`config.mk`:
```
export PLATFORM = sky130hd
export DESIGN_NAME = eth_rx_crc_check
export DESIGN_NICKNAME = d
export VERILOG_FILES = /design/src/rtl/eth_rx_crc_check.sv
export SDC_FILE = /design/constraint.sdc
export NUM_CORES = 1
export LEC_CHECK = 0
export BUFFER_PORTS_ARGS = -buffer_cell sky130_fd_sc_hd__buf_4
export CAP_MARGIN = 20
export CELL_PAD_IN_SITES_DETAIL_PLACEMENT = 0
export CELL_PAD_IN_SITES_GLOBAL_PLACEMENT = 1
export CORE_MARGIN = 5
export CORE_UTILIZATION = 49
export DETAILED_ROUTE_END_ITERATION = 8
export PLACE_DENSITY_LB_ADDON = 0.12
export SYNTH_ARGS = -nofsm -noshare
export SYNTH_HDL_FRONTEND = slang
export SYNTH_SLANG_ARGS = --single-unit
```
`constraint.sdc`:
```
create_clock -name clk_i -period 5.2 [get_ports clk_i]
set_input_delay 0.52 -clock clk_i [delete_from_list [all_inputs] [get_ports clk_i]]
set_output_delay 0.52 -clock clk_i [all_outputs]
set_load 0.01 [all_outputs]
```
`src/rtl/eth_rx_crc_check.sv`:
```
// GMII receive front end: strips preamble/SFD, checks the CRC-32 FCS,
// forwards frame bytes (FCS removed) and raises a one-cycle status strobe
// at the end of every frame that reached the DATA state.
module eth_rx_crc_check #(
  parameter int MIN_LEN = 64,
  parameter int MAX_LEN = 1518
) (
  input  logic        clk_i,
  input  logic        rst_i,
  input  logic        rx_dv_i,
  input  logic        rx_er_i,
  input  logic [7:0]  rxd_i,
  output logic [7:0]  out_data_o,
  output logic        out_valid_o,
  output logic        out_sof_o,
  output logic        frame_done_o,
  output logic        frame_good_o,
  output logic        err_crc_o,
  output logic        err_len_o,
  output logic        err_rx_o,
  output logic [15:0] frame_len_o
);

  localparam logic [31:0] POLY    = 32'h04C11DB7;
  localparam logic [31:0] RESIDUE = 32'hC704DD7B;
  localparam logic [15:0] MIN_L   = 16'(MIN_LEN);
  localparam logic [15:0] MAX_L   = 16'(MAX_LEN);

  typedef enum logic [1:0] {IDLE, PREAMBLE, DATA, DROP} state_t;

  state_t           state_q, state_d;
  logic             sfd, data_byte, data_end;
  logic [31:0]      crc_q;
  logic [15:0]      cnt_q, cnt_inc;
  logic             er_seen_q;
  logic [3:0][7:0]  dly_q;          // dly_q[3] is the oldest byte
  logic [7:0]       out_data_q;
  logic             out_valid_q, out_sof_q, done_q;
  logic             good_q, err_crc_q, err_len_q, err_rx_q;
  logic [15:0]      len_q;

  // Serial bits enter LSB first into a non-reflected register.
  function automatic logic [31:0] crc_step(input logic [31:0] c, input logic [7:0] d);
    logic [31:0] r;
    r = c;
    for (int i = 0; i < 8; i++) begin
      if (r[31] ^ d[i]) r = (r << 1) ^ POLY;
      else              r = r << 1;
    end
    return r;
  endfunction

  assign cnt_inc = (cnt_q == 16'hFFFF) ? cnt_q : cnt_q + 16'd1;

  // State register.
  always_ff @(posedge clk_i) begin
    if (rst_i) state_q <= IDLE;
    else       state_q <= state_d;
  end

  // Next state plus datapath control strobes.
  always_comb begin
    state_d   = state_q;
    sfd       = 1'b0;
    data_byte = 1'b0;
    data_end  = 1'b0;
    case (state_q)
      IDLE: begin
        if (rx_dv_i) state_d = (rxd_i == 8'h55) ? PREAMBLE : DROP;
      end
      PREAMBLE: begin
        if (!rx_dv_i)             state_d = IDLE;
        else if (rx_er_i)         state_d = DROP;
        else if (rxd_i == 8'h55)  state_d = PREAMBLE;
        else if (rxd_i == 8'hD5) begin
          state_d = DATA;
          sfd     = 1'b1;
        end
        else                      state_d = DROP;
      end
      DATA: begin
        if (rx_dv_i) data_byte = 1'b1;
        else begin
          data_end = 1'b1;
          state_d  = IDLE;
        end
      end
      DROP: begin
        if (!rx_dv_i) state_d = IDLE;
      end
      default: state_d = IDLE;
    endcase
  end

  // CRC, byte counter, 4-byte delay line and registered outputs.
  always_ff @(posedge clk_i) begin
    if (rst_i) begin
      crc_q       <= '0;
      cnt_q       <= '0;
      er_seen_q   <= 1'b0;
      dly_q       <= '0;
      out_data_q  <= '0;
      out_valid_q <= 1'b0;
      out_sof_q   <= 1'b0;
      done_q      <= 1'b0;
      good_q      <= 1'b0;
      err_crc_q   <= 1'b0;
      err_len_q   <= 1'b0;
      err_rx_q    <= 1'b0;
      len_q       <= '0;
    end else begin
      out_valid_q <= 1'b0;
      out_sof_q   <= 1'b0;
      done_q      <= 1'b0;
      good_q      <= 1'b0;
      err_crc_q   <= 1'b0;
      err_len_q   <= 1'b0;
      err_rx_q    <= 1'b0;
      len_q       <= '0;
      if (sfd) begin
        crc_q     <= 32'hFFFFFFFF;
        cnt_q     <= '0;
        er_seen_q <= 1'b0;
        dly_q     <= '0;
      end else if (data_byte) begin
        crc_q     <= crc_step(crc_q, rxd_i);
        cnt_q     <= cnt_inc;
        er_seen_q <= er_seen_q | rx_er_i;
        dly_q     <= {dly_q[2:0], rxd_i};
        // Once four bytes are buffered, the oldest one can no longer be FCS.
        if (cnt_q >= 16'd4) begin
          out_data_q  <= dly_q[3];
          out_valid_q <= 1'b1;
          out_sof_q   <= (cnt_q == 16'd4);
        end
      end else if (data_end) begin
        done_q    <= 1'b1;
        len_q     <= cnt_q;
        err_crc_q <= (crc_q != RESIDUE);
        err_len_q <= (cnt_q < MIN_L) || (cnt_q > MAX_L);
        err_rx_q  <= er_seen_q;
        good_q    <= (crc_q == RESIDUE) && (cnt_q >= MIN_L) && (cnt_q <= MAX_L) && !er_seen_q;
      end
    end
  end

  assign out_data_o   = out_data_q;
  assign out_valid_o  = out_valid_q;
  assign out_sof_o    = out_sof_q;
  assign frame_done_o = done_q;
  assign frame_good_o = good_q;
  assign err_crc_o    = err_crc_q;
  assign err_len_o    = err_len_q;
  assign err_rx_o     = err_rx_q;
  assign frame_len_o  = len_q;

endmodule
```
Yosys cells after proc, flatten, opt, wreduce, memory -nomap -nowiden

Index checks and enable logic that the tools add are counted.

Bits in registers: 114
Input bits: 12
Logic and storage cells: 122
Output and inout port bits: 31

Equality and inequality tests: 11
Add/subtract/negate cells: 1
Bitwise operators: 22
Muxes and demuxes: 50
Reductions and logical operators: 16
Magnitude comparators: 5

Operators with widths:

| kind                    | count |
|---|---|
| $mux W32                | 23 |
| $mux W27                | 8 |
| $not A14 Y14            | 8 |
| $eq A32 B32 Y1 const B  | 1 |
| $ne A32 B32 Y1 const B  | 1 |
| $add A16 B1 Y16 const B | 1 |
| $eq A16 B16 Y1 const B  | 1 |
| $eq A16 B3 Y1 const B   | 1 |
| $ge A16 B3 Y1 const B   | 1 |
| $ge A16 B7 Y1 const B   | 1 |
| $gt A16 B11 Y1 const B  | 1 |
| $le A16 B11 Y1 const B  | 1 |
| $lt A16 B7 Y1 const B   | 1 |
| $mux W1                 | 12 |
| $mux W2                 | 6 |
| $eq A8 B7 Y1 const B    | 1 |
| $eq A8 B8 Y1 const B    | 1 |
| $reduce_or A4 Y1        | 2 |
| $xor A1 B1 Y1           | 8 |
| $pmux W2 S3             | 1 |
| $reduce_or A3 Y1        | 2 |
| $not A1 Y1              | 5 |
| $eq A2 B2 Y1 const B    | 2 |
| $ne A2 B2 Y1 const B    | 2 |
| 10 further kinds        | 14 |

Longest topological paths before layout

Depth after elaboration: 42
Depth in mapped cells: 8
Mapped depth without buffers: 7

Worst setup path after synthesis

Ideal clock, no wire load.

Path type: input port to flip-flop
From: input port rxd_i[1]
To: register dly_q[0] (netlist bit)
Slack: 3073 ps
Arrival time: 2007 ps
Stages on the path: 7
Setup time: 120 ps
Buffers on the path: 2
Cells stage by stage: or4bb_2 nor4_2 nand2_1 nand2b_1 buf_2 buf_2 a21oi_1

Longest elaborated chain between the ends: 7
Elaborated cells on any way between the ends: 8
Classes of those cells: 2 x eq/ne; 5 x mux; 1 x reduce/logical

Ends and longest elaborated chain:

| item                                  | line | RTL |
|---|---|---|
| start: declaration                    | 12   | `input logic [7:0] rxd_i,` |
| $eq A8 B8 Y1                          | 75   | `else if (rxd_i == 8'hD5) begin` |
| $mux W1                               | 75   |  |
| $mux W1 (*)                           | 74   | `else if (rxd_i == 8'h55) state_d = PREAMBLE;` |
| $mux W1 (*)                           | 73   | `else if (rx_er_i) state_d = DROP;` |
| $mux W1 (*)                           | 72   | `if (!rx_dv_i) state_d = IDLE;` |
| $mux W1 (*)                           | 67   | `case (state_q)` |
| $reduce_or A2 Y1 (no source line) (*) | -    |  |
| end signal: assignment                | 129  | `dly_q <= {dly_q[2:0], rxd_i};` |
| end: declaration                      | 36   | `logic [3:0][7:0] dly_q;` |

Mark *: on every way between the ends. The rest lies on a longest branch, timed or not.
A chain may end at the register's enable or synchronous reset.

Final worst setup path

From: register state_q[1]
To: register dly_q[3] (netlist bit)

Longest elaborated chain between the ends: 3
Elaborated cells on any way between the ends: 5
Classes of those cells: 2 x eq/ne; 2 x mux; 1 x reduce/logical

Ends and longest elaborated chain:

| item                              | line | RTL |
|---|---|---|
| start: declaration                | 31   | `state_t state_q, state_d;` |
| start signal: assignment          | 58   | `else state_q <= state_d;` |
| $eq A2 B1 Y1                      | 67   |  |
| $mux W1                           | 67   |  |
| $reduce_or A2 Y1 (no source line) | -    |  |

Parallel ways exist; a longest one is shown, timed or not.

==> summary.txt <==
Run status
  – Status: finished, final reports clean

GRT
  – Pin count of the biggest net entering global routing: 77
  – Initial antenna violation count: 0
  – Vias in the first global route: roughly 3,600
  – First-pass GRT wire length: 18,510 um
  – Total track usage: 0.1849
  – Gr ovfl total: 0

Yosys
  – Ys flop type: dfxtp_1
  – Area contributors post-synth: dfxtp_1 46%, nand2_1 9.5%, xnor2_1 7.0%
  – Syn Nets: 574
  – Register area share after synthesis: 0.4581
  – Post-synth EDFFs: 0
  – Fraction of registers with async set/reset: 0
  – Number of synthesized register bits: 114
  – Post-synth top area share: 0.4581
  – Distinct cells, synth: 47
  – Cell accounting for the most synthesized area: dfxtp_1
  – Synth Cell Area: between 0.004 and 0.005 mm2
  – Mapped Avg Cell Area: 8.897 um2
  – YS warnings: 0
  – Syn Inst Count: 560

Hold path
  – Worst Hold Class: input pin to flip-flop
  – Hold path depth: 3

Setup path
  – R2r worst-path depth: 7
  – Worst r2r dst: dly_q[3]$_SDFFE_PP0P_
  – Crit path kind: flip-flop to flip-flop
  – Worst endpoint required time: 5.59 ns
  – CP Data Arrival Time: around 2.8 ns
  – Crit-path slowest cell: or4bb_1
  – Most frequent CP cell: buf_4
  – Crit path buffers/inverters: 2
  – WP depth: 7
  – Setup crit end: dly_q[3]$_SDFFE_PP0P_
  – Startpoint type of the worst setup path: flip-flop
  – Max incr delay on CP: 0.51 ns
  – Critical Path Start: state_q[1]$_SDFFE_PP0P_
  – CP top delay family: simple AND/OR/NAND/NOR gates
  – Critical Path Sink Type: flip-flop
  – Reg2reg setup slack: 2.75 ns
  – Reg-to-Reg Start: state_q[1]$_SDFFE_PP0P_
  – Cells along the critical path: or4bb_1 > nor4_2 > nand2_1 > buf_4 > nand2b_2 > buf_4 > a21oi_1
  – Critical Path Fanout Max: 33

Power
  – Pwr Density: between 300 and 400 mW/mm2
  – Pleak: 2.173 nW
  – Worst VDD drop: 0.0001748 V

Die
  – Starting Density: 0.5051
  – Die Wd: 110.8 um
  – FP Rows: 36
  – CORE AREA: 0.009864 mm2
  – I/O pin total: 43
  – Die height: 110.8 um
  – Die ar.: ~0.012 mm2

Placed design
  – HPWL Detailed: 7085 um
  – Worst slack at placement: 2.306 ns
  – Port-buffer cells: 42
  – GPL Wtd Cong: 0.7486

Route
  – Vias per Instance: between 5 and 6
  – Final wirelength: ~11,000 um
  – Per-cell routed wire length: around 14 um
  – DRC Markers: 0
  – Met2 wire len: 4783 um
  – Violation count after the first detailed-route iteration: about 250
  – Routed Antenna Nets: 0
  – Uppermost layer routed: met4
  – Vias: about 3,800
  – DR WL met3: 552 um
  – Drt first pass iters: 4
  – DRT met1 WL: 5234 um

Clock tree
  – Clock Sinks: 114
  – CTS clock-pin slew for the worst setup and hold paths: 0.06 ns
  – Hold_buf cts: 0
  – Post-CTS Resized: 0
  – TritonCTS Buffers: 17
  – Skew-Pair Late Insertion Delay: 0.51 ns
  – Post-CTS Setup Bufs: 0
  – Htree depth: 4
  – TritonCTS clock tree: done
  – Clock Path Buffers: 2
  – Clock Tree Root: clkbuf_8

Cells and area
  – # fillers: about 880
  – Final core utilization: 0.5965
  – Ant. Diodes: 0
  – Area of the multi-input gates: 0.002550 mm2
  – Nets: about 610
  – Area delta synth->final: 18.11%
  – Register area: approximately 0.0023 mm2
  – Share of cells above drive strength 1: 0.1601

STA
  – Final Max Slew Viols: 0
  – Slew HR: 0.4733
  – Setup TNS: 0 ns
  – Final setup viols: 0
  – Final period utilization: 0.4716
  – Hold Slack: 0.2865 ns
  – RSZ-0062 raised after global routing: false
  – Final hold viol count: 0
  – Worst slew pin tran: 0.7863 ns
  – Fmax achieved: 407.8 MHz
  – Final setup margin: 2.748 ns
  – Fin Clk Skew: 0.006288 ns
  – Post-route minimum period: approximately 2.5 ns

Job
  – Max_cap viols: 0
[logic make-up (layout without fill, tap and decap cells)]
| family | after synthesis | in the layout | synth area share |
|---|---|---|---|
| simple gates | 228 | 228 | 0.2092 |
| flops | 114 | 114 | 0.4581 |
| compound gates | 88 | 88 | 0.09769 |
| xor+xnor | 83 | 83 | 0.1811 |
| buf+inv | 36 | 82 | 0.03089 |
| mux | 9 | 9 | 0.01808 |
| fa+ha+maj | 2 | 2 | 0.005022 |
[metrics by stage]
| stage | cells | power [mW] | instance area, um2 |
|---|---|---|---|
| after CTS | 739 | 2.272 | 5884 |
| after floorplan | 560 | 1.197 | 4982 |
| after detailed placement | 707 | 1.259 | 5359 |
| after global routing | 739 | 2.361 | 5884 |
| after global placement | 707 | 1.257 | 5359 |
| final | 739 | 2.255 | 5884 |
[worst min-delay path, stage by stage]
cell and delay (ns):
buf_4 0.13, nand2_1 0.05, a21oi_1 0.05
[where the power goes]
part	internal (mW)	switching, mW	total [mW]
registers	0.895	0.0217	0.917
logic	0.154	0.171	0.326
clock network	0.586	0.427	1.01
total	1.64	0.620	2.26
[cell usage in the layout (no fill, tap or decap), types with 3 or more instances in the layout]
master | synthesis | routed
nand2_1 | 126 | 126
clkinv_4 | 0 | 4
o21ai_0 | 12 | 12
nand4_1 | 5 | 5
xor2_1 | 27 | 27
clkinvlp_4 | 0 | 4
nor3_1 | 3 | 3
a21oi_1 | 50 | 50
dfxtp_1 | 114 | 114
clkinv_2 | 0 | 4
and2_1 | 14 | 14
inv_6 | 0 | 3
nor2b_1 | 3 | 3
clkbuf_16 | 0 | 16
buf_4 | 4 | 46
or4_1 | 3 | 3
nand3_1 | 6 | 6
nor2_1 | 41 | 41
inv_1 | 4 | 4
a31oi_1 | 19 | 19
mux2i_1 | 9 | 9
nor4_1 | 5 | 5
xnor2_2 | 9 | 9
xnor2_1 | 40 | 40
nand2b_1 | 5 | 4
[area by class of cell]
cell class / count / area share
clock buffer: 17 / 0.07038
multi-input combinational: 410 / 0.4333
sequential: 114 / 0.3878
tap: 133 / 0.02828
clock inverter: 15 / 0.01892
timing repair buffer: 46 / 0.05869
inverter: 4 / 0.002552
[cell usage after synthesis, drive strengths merged (2+ instances only)]
cell type,instances
xnor2,51
a21oi,50
nand2b,5
nand3b,2
nor3,3
xor3,2
o21ai,14
nand4b,2
nand2,126
ha,2
nor3b,2
nor2b,3
nor2,41
and3,2
dfxtp,114
xnor3,2
or4,3
inv,4
nand4,5
or4bb,2
mux2i,9
and2,14
and4,2
clkbuf,23
nand3,6
a31oi,19
xor2,28
nor4,6
buf,9
[flip-flops by register name, summed over array words and instances (netlist names)]
register / flops
cnt_q: 16
crc_q: 32
dly_q: 32
er_seen_q: 1
err_crc_o: 1
err_len_o: 1
err_rx_o: 1
frame_done_o: 1
frame_good_o: 1
frame_len_o: 16
out_data_o: 8
out_sof_o: 1
out_valid_o: 1
state_q: 2
[how the worst min path moves through the flow]
stage,start,endpoint
after global routing,rxd_i[2],dly_q[2]$_SDFFE_PP0P_
after global placement,dly_q[8]$_SDFFE_PP0P_,dly_q[16]$_SDFFE_PP0P_
after floorplan,dly_q[17]$_SDFFE_PP0P_,dly_q[25]$_SDFFE_PP0P_
final,rxd_i[4],dly_q[4]$_SDFFE_PP0P_
after CTS,rxd_i[4],dly_q[4]$_SDFFE_PP0P_
after detailed placement,dly_q[12]$_SDFFE_PP0P_,dly_q[20]$_SDFFE_PP0P_
[per-layer routing]
layer / vias up / track usage
met5: - / 0
met4: 0 / 0.06650
met3: 7 / 0.05404
met2: 81 / 0.2751
met1: 1743 / 0.2548
li1: 1929 / -
Power figures use the tool's default switching activity.
